<file path="config.mk">
export PLATFORM = sky130hd
export DESIGN_NAME = ram_burst_ctrl
export DESIGN_NICKNAME = d
export VERILOG_FILES = /design/src/rtl/ram_burst_ctrl.sv
export SDC_FILE = /design/constraint.sdc
export NUM_CORES = 1
export LEC_CHECK = 0
export CAP_MARGIN = 15
export CORE_UTILIZATION = 35
export DETAILED_ROUTE_END_ITERATION = 6
export PLACE_DENSITY_LB_ADDON = 0.12
export SKIP_LAST_GASP = 1
export SLEW_MARGIN = 25
export SYNTH_ARGS = -nofsm -noshare
export SYNTH_HDL_FRONTEND = slang
export SYNTH_SLANG_ARGS = --single-unit
</file>
<file path="constraint.sdc">
create_clock -name clock -period 5.6 [get_ports clock]
set_clock_uncertainty 0.05 [all_clocks]
set_input_delay 0.56 -clock clock [delete_from_list [all_inputs] [get_ports clock]]
set_output_delay 0.56 -clock clock [all_outputs]
set_load 0.02 [all_outputs]
</file>
<file path="src/rtl/ram_burst_ctrl.sv">
// ram_burst_ctrl: read/write burst controller in front of a synchronous
// single-port RAM with a one-cycle registered read. Write beats stream straight
// into the RAM. Read beats return through a small backpressured FIFO, and the
// controller never issues more reads than the FIFO can hold.
// Optional feature: define RAM_BURST_BOUND_CHECK_EN to reject bursts that run
// past the top of the address space (err pulse). Without it, bursts wrap.
module ram_burst_ctrl #(
    parameter int ADDR_W        = 9,
    parameter int DATA_W        = 32,
    parameter int RD_FIFO_DEPTH = 4
) (
    input  logic              clock,
    input  logic              reset,
    input  logic              cmdValid,
    output logic              cmdReady,
    input  logic              cmdWrite,
    input  logic [ADDR_W-1:0] cmdAddr,
    input  logic [ADDR_W-1:0] cmdLen,
    input  logic              wdValid,
    output logic              wdReady,
    input  logic [DATA_W-1:0] wdData,
    output logic              rdValid,
    input  logic              rdReady,
    output logic [DATA_W-1:0] rdData,
    output logic              rdLast,
    output logic              busy,
    output logic              err,
    output logic [ADDR_W-1:0] ramAddr,
    output logic              ramWEn,
    output logic [DATA_W-1:0] ramWDat,
    output logic              ramREn,
    input  logic [DATA_W-1:0] ramRDat
);

    localparam int PTR_W = $clog2(RD_FIFO_DEPTH);
    localparam logic [PTR_W+1:0] DEPTH_W = (PTR_W + 2)'(RD_FIFO_DEPTH);

    typedef enum logic [1:0] {
        ST_IDLE,
        ST_WRITE,
        ST_READ
    } state_t;

    state_t              state_q, state_d;
    logic [ADDR_W-1:0]   cur_addr_q, cur_addr_d;
    logic [ADDR_W:0]     remain_q, remain_d;
    logic [ADDR_W:0]     len_q, len_d;
    logic [ADDR_W:0]     issued_q, issued_d;
    logic                inflight_q, inflight_d;
    logic                inflight_last_q, inflight_last_d;
`ifdef RAM_BURST_BOUND_CHECK_EN
    logic                err_q, err_d;
`endif

    // Read-return FIFO: storage plus pointers and occupancy.
    logic [DATA_W-1:0]   fifo_data [RD_FIFO_DEPTH];
    logic                fifo_last [RD_FIFO_DEPTH];
    logic [PTR_W-1:0]    wr_ptr_q, wr_ptr_d;
    logic [PTR_W-1:0]    rd_ptr_q, rd_ptr_d;
    logic [PTR_W:0]      count_q, count_d;

    logic                issue;
    logic                push;
    logic                pop;

    // Next-state, FIFO bookkeeping and all outputs; reset forces outputs to 0.
    always_comb begin
        // NOTE: every signal gets a default before any branch so no latch can be inferred.
        state_d         = state_q;
        cur_addr_d      = cur_addr_q;
        remain_d        = remain_q;
        len_d           = len_q;
        issued_d        = issued_q;
        inflight_d      = 1'b0;
        inflight_last_d = 1'b0;
`ifdef RAM_BURST_BOUND_CHECK_EN
        err_d           = 1'b0;
`endif
        cmdReady = 1'b0;
        wdReady  = 1'b0;
        rdValid  = 1'b0;
        rdData   = '0;
        rdLast   = 1'b0;
        busy     = 1'b0;
        err      = 1'b0;
        ramAddr  = '0;
        ramWEn   = 1'b0;
        ramWDat  = '0;
        ramREn   = 1'b0;
        issue    = 1'b0;
        pop      = 1'b0;
        // The RAM returns data the cycle after an issue; it always lands in the FIFO.
        push     = inflight_q;

        if (!reset) begin
            rdValid = (count_q != '0);
            rdData  = fifo_data[rd_ptr_q];
            rdLast  = fifo_last[rd_ptr_q];
            busy    = (state_q != ST_IDLE) || (count_q != '0);
`ifdef RAM_BURST_BOUND_CHECK_EN
            err     = err_q;
`endif
            pop     = rdValid && rdReady;

            case (state_q)
                ST_IDLE: begin
                    cmdReady = 1'b1;
                    if (cmdValid) begin
`ifdef RAM_BURST_BOUND_CHECK_EN
                        if (({1'b0, cmdAddr} + {1'b0, cmdLen}) > {1'b0, {ADDR_W{1'b1}}}) begin
                            err_d = 1'b1;
                        end else begin
                            cur_addr_d = cmdAddr;
                            remain_d   = {1'b0, cmdLen};
                            len_d      = {1'b0, cmdLen};
                            issued_d   = '0;
                            state_d    = cmdWrite ? ST_WRITE : ST_READ;
                        end
`else
                        cur_addr_d = cmdAddr;
                        remain_d   = {1'b0, cmdLen};
                        len_d      = {1'b0, cmdLen};
                        issued_d   = '0;
                        state_d    = cmdWrite ? ST_WRITE : ST_READ;
`endif
                    end
                end

                ST_WRITE: begin
                    wdReady = 1'b1;
                    ramAddr = cur_addr_q;
                    ramWDat = wdData;
                    ramWEn  = wdValid;
                    if (wdValid) begin
                        cur_addr_d = cur_addr_q + ADDR_W'(1);
                        remain_d   = remain_q - (ADDR_W + 1)'(1);
                        if (remain_q == '0) begin
                            state_d = ST_IDLE;
                        end
                    end
                end

                ST_READ: begin
                    ramAddr = cur_addr_q;
                    // Only issue while the FIFO can absorb every read already in flight.
                    issue = (issued_q <= len_q) &&
                            (({1'b0, count_q} + {{(PTR_W + 1){1'b0}}, inflight_q}) < DEPTH_W);
                    ramREn = issue;
                    if (issue) begin
                        cur_addr_d = cur_addr_q + ADDR_W'(1);
                        issued_d   = issued_q + (ADDR_W + 1)'(1);
                    end
                    inflight_d      = issue;
                    inflight_last_d = issue && (issued_q == len_q);
                    if (pop && fifo_last[rd_ptr_q]) begin
                        state_d = ST_IDLE;
                    end
                end

                default: begin
                    state_d = ST_IDLE;
                end
            endcase
        end

        wr_ptr_d = push ? wr_ptr_q + PTR_W'(1) : wr_ptr_q;
        rd_ptr_d = pop  ? rd_ptr_q + PTR_W'(1) : rd_ptr_q;
        count_d  = count_q + {{PTR_W{1'b0}}, push} - {{PTR_W{1'b0}}, pop};
    end

    // Control state registers with synchronous reset.
    always_ff @(posedge clock) begin
        // NOTE: sequential state uses non-blocking assignments so every register samples pre-edge values.
        if (reset) begin
            state_q         <= ST_IDLE;
            cur_addr_q      <= '0;
            remain_q        <= '0;
            len_q           <= '0;
            issued_q        <= '0;
            inflight_q      <= 1'b0;
            inflight_last_q <= 1'b0;
            wr_ptr_q        <= '0;
            rd_ptr_q        <= '0;
            count_q         <= '0;
`ifdef RAM_BURST_BOUND_CHECK_EN
            err_q           <= 1'b0;
`endif
        end else begin
            state_q         <= state_d;
            cur_addr_q      <= cur_addr_d;
            remain_q        <= remain_d;
            len_q           <= len_d;
            issued_q        <= issued_d;
            inflight_q      <= inflight_d;
            inflight_last_q <= inflight_last_d;
            wr_ptr_q        <= wr_ptr_d;
            rd_ptr_q        <= rd_ptr_d;
            count_q         <= count_d;
`ifdef RAM_BURST_BOUND_CHECK_EN
            err_q           <= err_d;
`endif
        end
    end

    // FIFO storage: capture the RAM read data and its last tag on each push.
    always_ff @(posedge clock) begin
        // NOTE: storage is not reset; the pointers and count define which entries are valid.
        if (push) begin
            fifo_data[wr_ptr_q] <= ramRDat;
            fifo_last[wr_ptr_q] <= inflight_last_q;
        end
    end

endmodule

</file>
* Word-level counts from Yosys, hierarchy flattened
Memory sizes are Yosys's and may differ from the RTL's. A register that Yosys moved wholly into a read port is not among the register bits.
Cells that the tools add are included.
** Word-level totals
- Register bits :: 49
- Memory bits (writable) :: 132
- Bits of input ports :: 88
- Output and inout bits :: 81
- Logic and storage cells :: 89
- Memories :: 2
** Cells by class
- Add/sub/neg operators :: 8
- Order comparisons :: 2
- Eq/ne operators :: 8
- Multiplexer cells :: 39
- Bitwise gates (word level) :: 1
- Reduce and logical (&&, ||, !) cells :: 19
** Memory list
- fifo_data :: words 4, width 32, read ports 1, clocked after memory_dff 1, wr ports 1, RTL line 56 : logic [DATA_W-1:0] fifo_data [RD_FIFO_DEPTH];
- fifo_last :: words 4, width 1, read ports 1, clocked after memory_dff 1, wr ports 1, RTL line 57 : logic fifo_last [RD_FIFO_DEPTH];
** Operators with widths (count)
- $mux 32 :: 3
- $mux 9 :: 5
- $mux 10 :: 4
- $pmux 10 s2 :: 2
- $pmux 9 s3 :: 1
- $mux 2 :: 9
- $mux 1 :: 14
- $add 10x1->10 const B :: 1
- $eq 10x9->1 :: 1
- $le 10x9->1 :: 1
- $logic_not 10->1 :: 1
- $ne 2x2->1 const B :: 5
- $sub 10x1->10 const B :: 1
- $add 9x1->9 const B :: 1
- $reduce_and 4->1 :: 2
- $pmux 2 s3 :: 1
- $reduce_and 3->1 :: 2
- $reduce_bool 2->1 :: 3
- $reduce_bool 3->1 :: 2
- $add 2x1->2 const B :: 2
- $add 3x1->4 :: 1
- $logic_and 1x1->1 :: 4
- $lt 4x3->1 const B :: 1
- $reduce_or 2->1 :: 2
- 8 further kinds :: 8

* Logic depth before layout (Yosys ltp)
Gate-level depths: netlist of the first run.
- Depth in word-level cells :: 5
- Mapped depth :: 10
- Gate-level depth less buffers :: 9

* Worst setup path after synthesis of the first run
No wires, ideal clock.
- Path type :: reg2out
- Start :: reg len_q[7]
- End :: out ramREn
- Arrival :: 2.056 ns
- Data required time :: 4.990 ns
- Path slack :: 2.934 ns
- Stages on the path, launching flop included :: 9
- Buffers on the path :: 1
- Path through :: dfxtp_1 > inv_1 > ha_1 > a21o_1 > a211oi_1 > and4_1 > o22ai_2 > buf_2 > nor3_1
** Between the ends
- Word-level cells in the longest chain between the ends :: 4
** Ends and longest elaborated chain
- from (decl) :: RTL line 47 : logic [ADDR_W:0] len_q, len_d;
- from (signal assigned) :: RTL line 192 : len_q <= len_d;
- $le 10x9->1 :: RTL line 146 : issue = (issued_q <= len_q) &&
- $logic_and 1x1->1 :: RTL line 146
- $mux 1 :: RTL line 105 : case (state_q)
- $mux 1 :: RTL line 95 : if (!reset) begin
- to (decl) :: RTL line 31 : output logic ramREn,
Every way passes these cells.

* Worst setup path in the final report of the first run
- Start :: reg issued_q[3]
- End :: out ramREn
** Between the ends
- Word-level cells in the longest chain between the ends :: 4
** Ends and longest elaborated chain
- from (decl) :: RTL line 48 : logic [ADDR_W:0] issued_q, issued_d;
- from (signal assigned) :: RTL line 193 : issued_q <= issued_d;
- $le 10x9->1 :: RTL line 146
- $logic_and 1x1->1 :: RTL line 146
- $mux 1 :: RTL line 105
- $mux 1 :: RTL line 95
Every way passes these cells.

==> results.toml, run 1 <==
[run]
maxCapViolCount = 0

[floorplanning]
initial_core_util_pct = 36.05
fp.dieH_um = 155.6
die_area_um2 = 24220
die_x_um = 155.6
core-area_um2 = 22920
boundaryPins = 169
rows = 55

[global_route]
grt_max_degree = 72
grt.total_usage_pct = 16.57
grt-ovfl-total = 0
grt_pass1_vias = 5772
antenna_found_initial = 0
grt_first_pass_wirelength_um = 30630

[sta]
finalCritPeriodShare_pct = 71.24
finalMaxSlewViolations = 0
rsz0062_at_grt = "no"
hold_violations = 0
fin_crit_ns = 3.990
finalSetupTns_ns = 0
setup_violations = 0
tightest_slew_ns = 0.9973
max_freq_ghz = 0.2507
slew_headroom_pct = 33.51

[route]
wl_per_cell_um = 17.47
antenna_left = 0
viasPerCell = 5.102
vias = 5730
drc = 0
drt_pass1_iterations = 5
finalWirelength_um = 19620
drt_iter0_drc = 393

[critical_path]
critical_path_class = "reg -> out"
slowest_delay_ns = 0.74
required_ns = 4.99
crit_fanout = 26
start_kind = "flop"
reg2reg_to = "cur_addr_q[0]"
cp_data_arrival_time_ns = 3.38
cp_cell_sequence = "ha_1, and4_1, and3_1, mux2_2, o22ai_2, nor3_1, clkdlybuf4s50_1"
r2r-start = "state_q[1]"
cp_num_buf_inv = 1
ff2ff_setup_slack_ns = 2.37
slowest_stage = "o22ai_2"
critPathTopFamily = "compound AO/OA/AOI/OAI gates"
setup.worst_path.end_class = "output pin"
reg2regPathDepth = 9

[final_layout]
final_layout_size_suffix_gt1_share_pct = 10.99
area_growth_pct = 31.66
fin_area_um2 = 10880
diodes = 0
fill_cells = 2037
nets = 908

[clocking]
h-tree-depth = 4
clkSinkCount = 183
clockRootBuffer = "clkbuf_16"
cts_tree = "yes"
cts-hold-fix-buffers = 0
post_cts_resized = 0
cts_buffer_depth = 2
clk_latency_ns = 0.43
cts_buffers = 17
path_clk_slew_ns = 0.07
cts_setup_buffers = 0

[synth]
synth_top_area_share_pct = 47.99
syn-mean-instance-area_um2 = 12.81
synthArstFlopShare_pct = 0
synth_top_cells_by_count = "edfxtp_1, nand2_1, dfxtp_1, and2_1, a21oi_1"
synth_area_leaders = "edfxtp_1, dfxtp_1, mux4_2"
yosysTopAreaCell = "edfxtp_1"
yosysUniqueCellTypes = 62
synth_seq_area_share_pct = 60.35
ys_ff_latch = 183
yosysMostFrequentCell = "edfxtp_1"
netlist_area_um2 = 8260
syn_inst = 645
synthFlopType = "edfxtp_1"
syn_nets = 756
synth-warning-count = 0
synth_edf_count = 132

[placed_design]
place_hpwl_um = 12770
place_area_um2 = 10190
portBuffers = 167
place.gp.congestion = 0.8507

[power_and_ir_drop]
p_per_area_nw_per_um2 = 344.8
seqPwrFrac_pct = 43.1
p_comb_share_pct = 23.3
switchingPower_mw = 1.159
pwr-share-clk_pct = 33.6
switching_share_pct = 30.89
vdd_drop_max_mv = 0.2140
power.leakage_nw = 3.723
p_int_mw = 2.592

[run_status]
status = "completed"

[min_path]
min-delay-start = "len_q[7]"
hold_depth = 2
hold_path_end = "len_q[7]"
holdCritPathClass = "reg -> reg"
[state kept, by name (all words and copies together), names as in the netlist, 2 cells and up, named ones only]
| register | flops |
|---|---|
| fifo_data | 128 |
| cur_addr_q | 9 |
| remain_q | 10 |
| state_q | 2 |
| wr_ptr_q | 2 |
| fifo_last | 4 |
| issued_q | 10 |
| rd_ptr_q | 2 |
| len_q | 9 |
| count_q | 3 |
[worst reg2reg max path: stages, from the launching register on]
cell      delay (ns)
dfxtp_1         0.36
inv_1           0.07
ha_1            0.18
buf_4           0.25
inv_1           0.36
o21ai_0         0.21
a21oi_1         0.72
o221ai_1        0.31
a21o_1          0.34
o32ai_1         0.29
[stage by stage]
stage                     hold slack, ns  power (mW)  cells  setup WS (ns)  utilization [%]
after global routing              0.4347       3.934   1123          1.415            47.46
after global placement            0.4031       2.505   1089          2.190            44.46
final                             0.4112       3.750   1123          1.610            47.46
after CTS                         0.4127       3.790   1121          1.588            47.28
after floorplan                   0.3863       2.212    645          2.934                -
after detailed placement          0.4026       2.527   1089          2.066            44.47
[worst max-delay path by stage]
stage | startpoint | endpoint | slack, ns | cells after the start
6_report | issued_q[3] | ramREn | 1.61 | 7
5_1_grt | issued_q[3] | ramREn | 1.41 | 7
4_1_cts | issued_q[3] | ramREn | 1.59 | 7
3_5_place_dp | issued_q[3] | ramREn | 2.07 | 7
3_3_place_gp | issued_q[3] | ramREn | 2.19 | 7
2_1_floorplan | len_q[7] | ramREn | 2.93 | 8
[cell type report]
class	count	area [um^2]	share of cell area, %
flip-flops and latches	183	4987	45.86
well taps	313	391.6	3.601
multi-input cells	388	2989	27.49
inverters	35	133.9	1.231
clock inverters	15	219.0	2.013
repair buffers	172	1729	15.90
clock buffers	17	425.4	3.912
[power groups by stage]
| stage | clock network [mW] | registers [mW] | logic [mW] |
|---|---|---|---|
| 2_1_floorplan | 0 | 1.61 | 0.604 |
| 3_3_place_gp | 0 | 1.64 | 0.862 |
| 3_5_place_dp | 0 | 1.65 | 0.878 |
| 4_1_cts | 1.29 | 1.62 | 0.883 |
| 5_1_grt | 1.34 | 1.63 | 0.963 |
| 6_report | 1.26 | 1.62 | 0.874 |
[routing by layer]
layer | global-route usage, % | vias to the layer above | share of wire [%]
li1 | - | 2714 | -
met1 | 20.21 | 2839 | 42
met2 | 28.81 | 161 | 51
met3 | 4.417 | 16 | 5.9
met4 | 4.575 | 0 | 0.94
met5 | 0 | - | 0
[cell families (layout without fill, tap and decap cells)]
kind of cell | Yosys count | after routing | synth area share, %
compound gates | 97 | 97 | 7.437
xor+xnor | 5 | 5 | 0.5302
fa+ha+maj | 23 | 23 | 3.575
buf+inv | 74 | 239 | 3.529
flops | 183 | 183 | 60.35
mux | 40 | 40 | 9.876
other cells | 1 | 1 | 0.04540
simple gates | 222 | 222 | 14.66
[cell usage in the layout, fill, tap and decap left out, types with 9 or more instances in the layout]
cell	count
clkdlybuf4s50_1	166
edfxtp_1	132
nand2_1	53
dfxtp_1	49
a21oi_1	38
and3_1	37
and2_1	36
inv_1	33
mux4_2	33
nor2_1	27
ha_1	22
o21ai_0	17
clkbuf_16	17
nor3_1	12
nand3_1	11
o32ai_1	9
(Power assumes the default switching activity.)
==> run 2: changes to the inputs <==
clock period = 3.3 ns   (was 5.6 ns; I/O delays follow)
==> run 2 against run 1 <==
  * Sequential share of layout area decreased by 0.10 points
  * Highest routed layer unchanged
  * Sequential cell count unchanged
  * Critical endpoint unchanged
  * Sequential power rose by 67%
  * Via count is 1.5% higher
  * Critical path type unchanged
  * Clock power is 58% higher
  * Worst hold slack worse by 0.051 ns
  * Combinational power increased by 78%
  * Design area rose by 0.22%
  * Register-to-register slack lost 1.7 ns
  * Die area unchanged
==> results.toml, run 2 (synthesis gave the netlist of run 1 again) <==
[run_status]
status = "completed"

[final_layout]
final_layout_size_suffix_gt1_share_pct = 12.38
fill_cells = 2068
largestRegisters = "fifo_data: 128 flops, issued_q: 10 flops, remain_q: 10 flops"
ff_latch_area_um2 = 4987
multi_input_area_um2 = 2989
nets = 922
top_register = "fifo_data"
diodes = 0
largest_register_ffs = 128
final_common_cell = "clkdlybuf4s50_1"
layout_common_cells = "clkdlybuf4s50_1, edfxtp_1, nand2_1"
area_growth_pct = 31.94

[global_route]
grt-ovfl-total = 0
grt_max_degree = 51
antenna_found_initial = 0
grt_pass1_vias = 5973
grt_first_pass_wirelength_um = 31210
grt.total_usage_pct = 17.05

[clocking]
h-tree-depth = 4
cts_buffers = 17
path_clk_slew_ns = 0.08
clk_latency_ns = 0.42
cts_buffer_depth = 2
clockRootBuffer = "clkbuf_16"
cts_tree = "yes"
clkSinkCount = 183
cts-hold-fix-buffers = 0

[power_and_ir_drop]
vdd_drop_max_mv = 0.3065
finalPower_mw = 6.264
switchingPower_mw = 1.935
seqPwrFrac_pct = 43.3
pwr-share-clk_pct = 31.8
p_per_area_nw_per_um2 = 574.8
power.leakage_nw = 3.771
p_int_mw = 4.330
switching_share_pct = 30.89
p_comb_share_pct = 24.9

[sta]
fin_crit_ns = 3.013
max_freq_ghz = 0.3319
finalSetupTns_ns = 0
setup_violations = 0
finalCritPeriodShare_pct = 91.30
tightest_slew_ns = 0.9683
slew_headroom_pct = 35.44
hold_violations = 0
finalMaxSlewViolations = 0
rsz0062_at_grt = "no"
finalWorstSetupSlack_ns = 0.2870

[floorplanning]
rows = 55
die_x_um = 155.6
initial_core_util_pct = 36.05
die_area_um2 = 24220
boundaryPins = 169
core-area_um2 = 22920
fp.dieH_um = 155.6

[route]
finalWirelength_um = 20030
wl_per_cell_um = 17.62
drc = 0
vias = 5816
viasPerCell = 5.115
drt_iter0_drc = 262
drt_pass1_iterations = 4
antenna_left = 0

[placed_design]
place_hpwl_um = 13400
place.gp.congestion = 0.8523
place_worst_setup_slack_ns = 0.4583
portBuffers = 167

[run]
maxCapViolCount = 0

[critical_path]
critical_path_class = "reg -> out"
ff2ff_setup_slack_ns = 0.69
crit_fanout = 2
setup.worst_path.end_class = "output pin"
required_ns = 2.92
start_kind = "flop"
cp_data_arrival_time_ns = 2.63

[min_path]
holdCritPathClass = "in -> reg"
run 2: per-layer routing:
layer / routed length [um] / vias to the layer above / global-route usage [%] / share of wire [%]
met5: 0 / - / 0 / 0
met2: 10230 / 182 / 30.19 / 51
met4: 330 / 0 / 6.162 / 1.6
met3: 1094 / 27 / 4.028 / 5.5
li1: - / 2744 / - / -
met1: 8374 / 2863 / 20.12 / 42
run 2: path summary, 6_finish.rpt:
check	start	endpoint	cells after the start
max reg2reg	len_q[7]	issued_q[0]	9
min reg2reg	len_q[4]	len_q[4]	2
max	len_q[7]	ramREn	8
min	reset	state_q[0]	3
run 2: timing repair:
item / CTS / global route
buffers inserted: 0 / 0
endpoints found under the setup margin: 1 / 0
resized for setup: 1 / 0
run 2: metrics by stage:
step	area, um^2	cells	util, %	hold WS [ns]
2_1_floorplan	8260	645	-	0.3789
3_3_place_gp	10300	1104	44.95	0.4035
3_5_place_dp	10300	1104	44.95	0.4038
4_1_cts	10880	1136	47.47	0.3457
5_1_grt	10900	1137	47.56	0.3585
6_report	10900	1137	47.56	0.3603
run 2: area by class of cell:
cell class,count,share of cell area (%)
tap,313,3.593
timing repair buffer,186,16.70
sequential,183,45.76
multi-input combinational,388,27.43
clock buffer,17,3.903
inverter,35,1.205
clock inverter,15,1.412
run 2: critical path, cell delays in order (launching register included):
cell	delay (ns)
dfxtp_1	0.34
inv_1	0.05
ha_1	0.30
a21o_1	0.16
a211oi_1	0.37
and4_1	0.30
o22ai_2	0.10
nor3_1	0.21
dlygate4sd2_1	0.39
run 2: power by group through the flow:
stage,logic [mW],registers (mW),clock network (mW)
detailed placement,1.57,2.76,0
global route,1.71,2.73,2.13
global placement,1.54,2.75,0
CTS,1.57,2.71,2.04
finish,1.56,2.71,1.99
floorplan,1.02,2.73,0
==> run 3: changes to the inputs <==
CTS_CLUSTER_DIAMETER = 30   (was unset)
GPL_ROUTABILITY_DRIVEN = 0   (was unset)
==> run 3 against run 2 <==
  * Sequential cell count unchanged
  * Total power up 0.96%
  * Die area unchanged
  * Global-route usage shrank 0.12 points
  * Non-clock buffer count shrank 5
  * Sequential power is essentially flat
  * First-iteration DRC count grew 21%
  * Core utilization barely moved
  * Critical endpoint is now rdLast
  * Highest routed layer unchanged
==> results.toml, run 3 (synthesis gave the netlist of run 1 again) <==
[clocking]
cts_tree = "yes"
h-tree-depth = 4
cts_buffers = 17
clockRootBuffer = "clkbuf_16"
clk_latency_ns = 0.42
cts-hold-fix-buffers = 0
path_clk_slew_ns = 0.07
post_cts_resized = 0
cts_setup_buffers = 0
clkSinkCount = 183
cts_buffer_depth = 2

[floorplanning]
boundaryPins = 169
initial_core_util_pct = 36.05
fp.dieH_um = 155.6
rows = 55
die_area_um2 = 24220
die_x_um = 155.6
core-area_um2 = 22920

[global_route]
antenna_found_initial = 0
grt_first_pass_wirelength_um = 31310
grt.total_usage_pct = 16.93
grt_max_degree = 59
grt_pass1_vias = 5896
grt-ovfl-total = 0

[sta]
finalMaxSlewViolations = 0
slew_headroom_pct = 33.59
whs_ns = 0.4130
fin_crit_ns = 2.984
hold_violations = 0
finalSetupTns_ns = 0
finalWorstSetupSlack_ns = 0.3160
max_freq_ghz = 0.3351
setup_violations = 0
finalCritPeriodShare_pct = 90.42
tightest_slew_ns = 0.9962
rsz0062_at_grt = "no"

[final_layout]
nets = 917
top_register = "fifo_data"
area_growth_pct = 31.99
largestRegisters = "fifo_data: 128 flops, issued_q: 10 flops, remain_q: 10 flops"
layout_common_cells = "clkdlybuf4s50_1, edfxtp_1, nand2_1"
diodes = 0
final_layout_size_suffix_gt1_share_pct = 11.84
final_common_cell = "clkdlybuf4s50_1"
largest_register_ffs = 128

[route]
drt_pass1_iterations = 4
vias = 5711
drt_iter0_drc = 316
drc = 0
wl_per_cell_um = 17.36
antenna_left = 0
viasPerCell = 5.045
finalWirelength_um = 19650

[power_and_ir_drop]
p_per_area_nw_per_um2 = 580.1
vdd_drop_max_mv = 0.4004
power.leakage_nw = 3.777

[critical_path]
slowest_delay_ns = 0.61
required_ns = 2.92
crit_fanout = 12
cp_cell_sequence = "buf_4, mux4_2, and2_1, clkdlybuf4s50_1"
critical_path_class = "reg -> out"
slowest_stage = "dfxtp_2"
setup.worst_path.end_class = "output pin"
cp_data_arrival_time_ns = 2.60
r2r-start = "len_q[7]"
start_kind = "flop"

[placed_design]
place_worst_setup_slack_ns = 0.5326
portBuffers = 167
place_hpwl_um = 13100

[run_status]
status = "completed"

[run]
maxCapViolCount = 0

[min_path]
min-delay-start = "len_q[7]"
holdCritPathClass = "reg -> reg"
==> run 3: cell type report <==
cell class                 count  area, um^2
clock buffer                  17       425.4
clock inverter                15       178.9
fill                        2051       12010
inverter                      35       131.4
multi-input combinational    388        2989
sequential                   183        4987
tap                          313       391.6
timing repair buffer         181        1799
==> run 3: metrics by stage <==
stage | utilization, % | std cells | instance area [um^2] | total power, mW
after floorplan | - | 645 | 8260 | 3.754
after global placement | 44.84 | 1099 | 10280 | 4.295
after detailed placement | 44.84 | 1099 | 10280 | 4.330
after CTS | 47.48 | 1131 | 10880 | 6.395
after global routing | 47.58 | 1132 | 10900 | 6.651
final | 47.58 | 1132 | 10900 | 6.324
==> run 3: routing by layer <==
layer	vias up	track usage [%]	wire length (um)
met1	2806	20.52	8421
met3	19	4.556	947
met5	-	0	0
met4	0	4.108	229
li1	2731	-	-
met2	155	29.83	10050
==> run 3: worst paths after layout <==
path	slack, ns	to	cells after the start
max	0.32	rdLast	4
min	0.41	len_q[7]	2
max reg2reg	0.74	issued_q[0]	9
min reg2reg	0.41	len_q[7]	2
==> run 3: power breakdown <==
group / total (mW) / internal (mW) / leakage, nW / switching [mW]
clock network: 2.05 / 1.09 / 0.298 / 0.964
registers: 2.73 / 2.60 / 1.61 / 0.125
logic: 1.54 / 0.714 / 1.87 / 0.828
total: 6.32 / 4.41 / 3.78 / 1.92
==> run 3: worst max-delay path, delay by kind of cell (launching register included) <==
family,cells,cell delay (ns)
and+or+nand+nor,1,0.18
buffers and inverters,2,0.81
muxes,1,0.57
DFF,1,0.61
==> RTL edit 1: new RTL, settings of run 3 <==
`RD_FIFO_DEPTH`: 4 -> 8.
--- a/src/rtl/ram_burst_ctrl.sv
+++ b/src/rtl/ram_burst_ctrl.sv
@@ -9,3 +9,3 @@
     parameter int DATA_W        = 32,
-    parameter int RD_FIFO_DEPTH = 4
+    parameter int RD_FIFO_DEPTH = 8
 ) (
Behaviour: no difference found for any inputs over 4 cycles, from zero or initial values and one cycle with reset high; that may be too few to reach the edited logic, so the function may still have changed.
==> RTL edit 1 against run 3 <==
Area after synthesis rose by 63%; maximum frequency fell by 3.9%; setup slack got worse by 0.12 ns; final cell count rose by 47%; power rose by 130%; wire length rose by 63%; sequential cell count rose by 136; final area rose by 70%.
==> RTL edit 1: results (changes against run 3) <==
stage,metric,value,unit,change
synth,synth_edf_count,264,,+100%
worst_setup_path,r2r_cells,8,,-1
synth,synth_cells,865,,+34%
power,clockPowerShare,47.8,%,+15 points
global_routing,grt_util_met2,27.32,%,-2.5 points
cells_and_area,top_regs,"fifo_data: 256 flops, issued_q: 10 flops, remain_q: 10 flops",,
global_routing,grt_use_met1,21.97,%,+1.5 points
power,netSwitchingFraction,27.26,%,-3.1 points
cells_and_area,drive_gt1_share,21.07,%,+9.2 points
synth,syn_nets,978,,+29%
global_routing,grt_use_met3,4.054,%,-0.50 points
global_routing,grt_pass1_vias,8588,,+46%
worst_setup_path,path_delay_family,compound AO/OA/AOI/OAI gates,,
clock_tree,clock_path_buffers,3,,+1
outcome,outcome,"complete, no violations",,
power,ir_drop,0.4816,mV,+20%
route,routedWlPerCell,19.20,um,+11%
min_path,hold_path_class,in -> reg,,
placed_design,dpl-instance-area,0.01596,mm^2,+55%
cells_and_area,largest_reg_flops,256,,+100%
route,drtIter0Drc,371,,+17%
synth,ys_seq_area_share,67.03,%,+6.7 points
cells_and_area,nFillCells,3248,,+58%
clock_tree,cts_made_buffers,77,,+60
global_routing,track_usage,16.85,%,-0.080 points
placed_design,placed_cells_incl_taps,1526,,+39%
clock_tree,htree_levels,3,,-1
global_routing,grt_first_pass_wirelength,49580,um,+58%
cells_and_area,nets,1208,,+32%
route,vias,8118,,+42%
synth,synth_cell_types,60,,-3.2%
RTL edit 1: cell count changes in the layout (fill, tap and decap cells not counted), moves of 6 or more:
cell        delta
mux2i_1       +33
o32ai_1        -6
clkbuf_1       +7
clkinvlp_4     +8
clkbuf_16     +62
buf_4         +12
edfxtp_1     +132
clkinv_1      +11
clkinv_2      +16
o31ai_1        +7
nor2_1        +38
mux4_2        +33
and3_1        -30
nor2_4         +6
RTL edit 1: worst paths after layout:
path,startpoint,end,slack [ns]
worst max register to register,len_q[7]$_SDFFE_PP0P_,issued_q[9]$_SDFFE_PP0P_,0.68
worst min register to register,len_q[7]$_SDFFE_PP0P_,len_q[7]$_SDFFE_PP0P_,0.40
worst max-delay path,len_q[7]$_SDFFE_PP0P_,ramREn,0.20
worst min-delay path,reset,state_q[0]$_SDFFE_PP0P_,0.16
RTL edit 1: cell type report:
class                      count  area, um^2  share of cell area [%]
sequential                   319        9035                   48.86
multi-input combinational    464        4172                   22.56
clock buffer                  90        2058                   11.13
timing repair buffer         198        1996                   10.79
tap                          511       639.4                   3.458
clock inverter                52       459.2                   2.483
inverter                      35       131.4                  0.7105
RTL edit 1: layer usage:
| layer | vias up | share of wire [%] |
|---|---|---|
| met5 | - | 0.034 |
| met4 | 2 | 2.0 |
| met3 | 58 | 4.7 |
| met2 | 188 | 48 |
| met1 | 4034 | 45 |
| li1 | 3836 | - |
RTL edit 1: power by group through the flow:
stage / sequential [mW] / combinational (mW) / clock, mW
5_1_grt: 4.79 / 3.30 / 7.42
4_1_cts: 4.79 / 2.98 / 7.22
2_1_floorplan: 4.74 / 2.08 / 0
3_3_place_gp: 4.85 / 2.95 / 0
6_report: 4.76 / 2.99 / 7.09
3_5_place_dp: 4.86 / 2.97 / 0
RTL edit 1: cell families (layout without fill, tap and decap cells):
| kind of cell | Yosys count | count (layout) | synth area share (%) |
|---|---|---|---|
| and+or+nand+nor | 220 | 220 | 8.063 |
| AOI/OAI and AO/OA | 105 | 105 | 5.490 |
| DFF | 319 | 319 | 67.03 |
| buffers and inverters | 82 | 375 | 2.527 |
| adders and majority gates | 25 | 25 | 2.378 |
| xor gates and xnor gates | 7 | 7 | 0.4552 |
| other | 1 | 1 | 0.02784 |
| muxes | 106 | 106 | 14.03 |
RTL edit 1: through the flow:
| stage | hold WS [ns] | utilization (%) |
|---|---|---|
| floorplan | 0.3789 | - |
| global placement | 0.3998 | 42.26 |
| detailed placement | 0.4005 | 42.26 |
| CTS | 0.1453 | 48.92 |
| global route | 0.1530 | 48.97 |
| finish | 0.1589 | 48.97 |
RTL edit 1: timing repair:
item                       CTS  global route
hold endpoints to repair     0             0
setup buffers                0             1
pin swaps                    0             0
setup endpoints to repair    1            23
gates resized for setup      1             1
hold buffers                 0             0
==> RTL edit 2: new RTL, config.mk and constraints of run 3 <==
Made on the original files. Re-encode `state_t` (3 states) as one-hot, 3 bits wide.
--- a/src/rtl/ram_burst_ctrl.sv
+++ b/src/rtl/ram_burst_ctrl.sv
@@ -37,6 +37,6 @@
 
-    typedef enum logic [1:0] {
-        ST_IDLE,
-        ST_WRITE,
-        ST_READ
+    typedef enum logic [2:0] {
+        ST_IDLE  = 3'b001,
+        ST_WRITE = 3'b010,
+        ST_READ  = 3'b100
     } state_t;
Function: same outputs for any inputs over 4 cycles, from zero or initial values and one cycle with reset high; so few cycles prove little.
==> RTL edit 2 against run 3 <==
Final area grew 0.64%; area after synthesis grew 1.1%; largest cell class unchanged; sequential cell count increased by 1; critical path depth is 3 higher; wire length grew 3.6%; setup slack got worse by 0.12 ns; core utilization is 0.69 points lower; critical path type unchanged.
Power is not compared: it rests on default switching activity, and its combinational part moved more than twofold at a synthesized area within 25%.
==> RTL edit 2: results (changes against run 3) <==
stage,metric,value,unit,change
cells_and_area,multi_input_area,0.003109,mm^2,+4.0%
cells_and_area,nets,918,,+0.11%
worst_setup_path,r2r_end,issued_q[7]$_SDFFE_PP0P_,,
placed_design,hpwl,13630,um,+4.0%
timing,postLayoutSetupSlackWorst,0.1950,ns,-0.1210 ns
route,vias,5859,,+2.6%
worst_setup_path,cp.arrival,2.73,ns,+0.13 ns
global_routing,track_usage,17.20,%,+0.27 points
outcome,outcome,"complete, no violations",,
cells_and_area,multi_input_cells,404,,+4.1%
synth,syn_area_per_cell,12.81,um^2,about the same
route,drt-total-wl,20360,um,+3.6%
global_routing,grt_max_degree,55,,-6.8%
cells_and_area,nFillCells,2134,,+4.0%
worst_setup_path,r2r_cells,8,,-1
worst_setup_path,max_stage_delay,0.66,ns,+0.05 ns
synth,synthTopCellsByArea,"edfxtp_1 (47%), dfxtp_1 (12%), mux4_2 (8.9%)",,
worst_setup_path,crit_path_end,ramREn,,
timing,fin_hold_ws,0.3314,ns,-0.08163 ns
route,viasPerCell,5.135,,+1.8%
cells_and_area,area_share_clock_buf_inv,5.234,%,-0.31 points
cells_and_area,drive_gt1_share,13.14,%,+1.3 points
synth,synth_cell_types,66,,+6.5%
synth,synth_mux_area_share,9.260,%,-0.62 points
route,wl_met1,8751,um,+3.9%
worst_setup_path,reg2reg_slack,0.83,ns,+0.09 ns
synth,synth_top_area_share,47.47,%,-0.52 points
global_routing,grt_first_pass_wirelength,31810,um,+1.6%
route,wl_met3,1528,um,+61%
cells_and_area,signal_buffers,182,,+0.55%
synth,synth_fa_ha_area_share,3.087,%,-0.49 points
synth,ys_seq_area_share,59.93,%,-0.41 points
worst_setup_path,crit_slowest_cell,clkdlybuf4s50_1,,
synth,synth-compound-area-share,7.402,%,-0.035 points
synth,syn_nets,760,,+0.53%
route,wl_met2,9801,um,-2.5%
RTL edit 2: cell types whose count changed in the layout (fill, tap and decap cells not counted), sizes merged, moves of 5 or more:
| cell | delta |
|---|---|
| o21ai | -6 |
| nor2 | +9 |
| inv | -13 |
| nand2 | -9 |
| or4 | +6 |
| and2 | +10 |
| o32ai | -8 |
| nand3 | +5 |
| nor4 | -5 |
RTL edit 2: routing by layer:
layer / vias to the layer above / GRT usage, %
met5: - / 0
met1: 2870 / 21.58
met2: 211 / 29.02
met4: 0 / 5.322
met3: 16 / 4.431
li1: 2762 / -
RTL edit 2: where the power goes:
| group | switching, mW | total [mW] | leakage [nW] | internal (mW) |
|---|---|---|---|---|
| Sequential | 0.0621 | 2.58 | 1.61 | 2.52 |
| Combinational | 0.371 | 0.768 | 1.86 | 0.397 |
| Clock | 0.959 | 1.97 | 0.280 | 1.01 |
| Total | 1.39 | 5.32 | 3.75 | 3.92 |
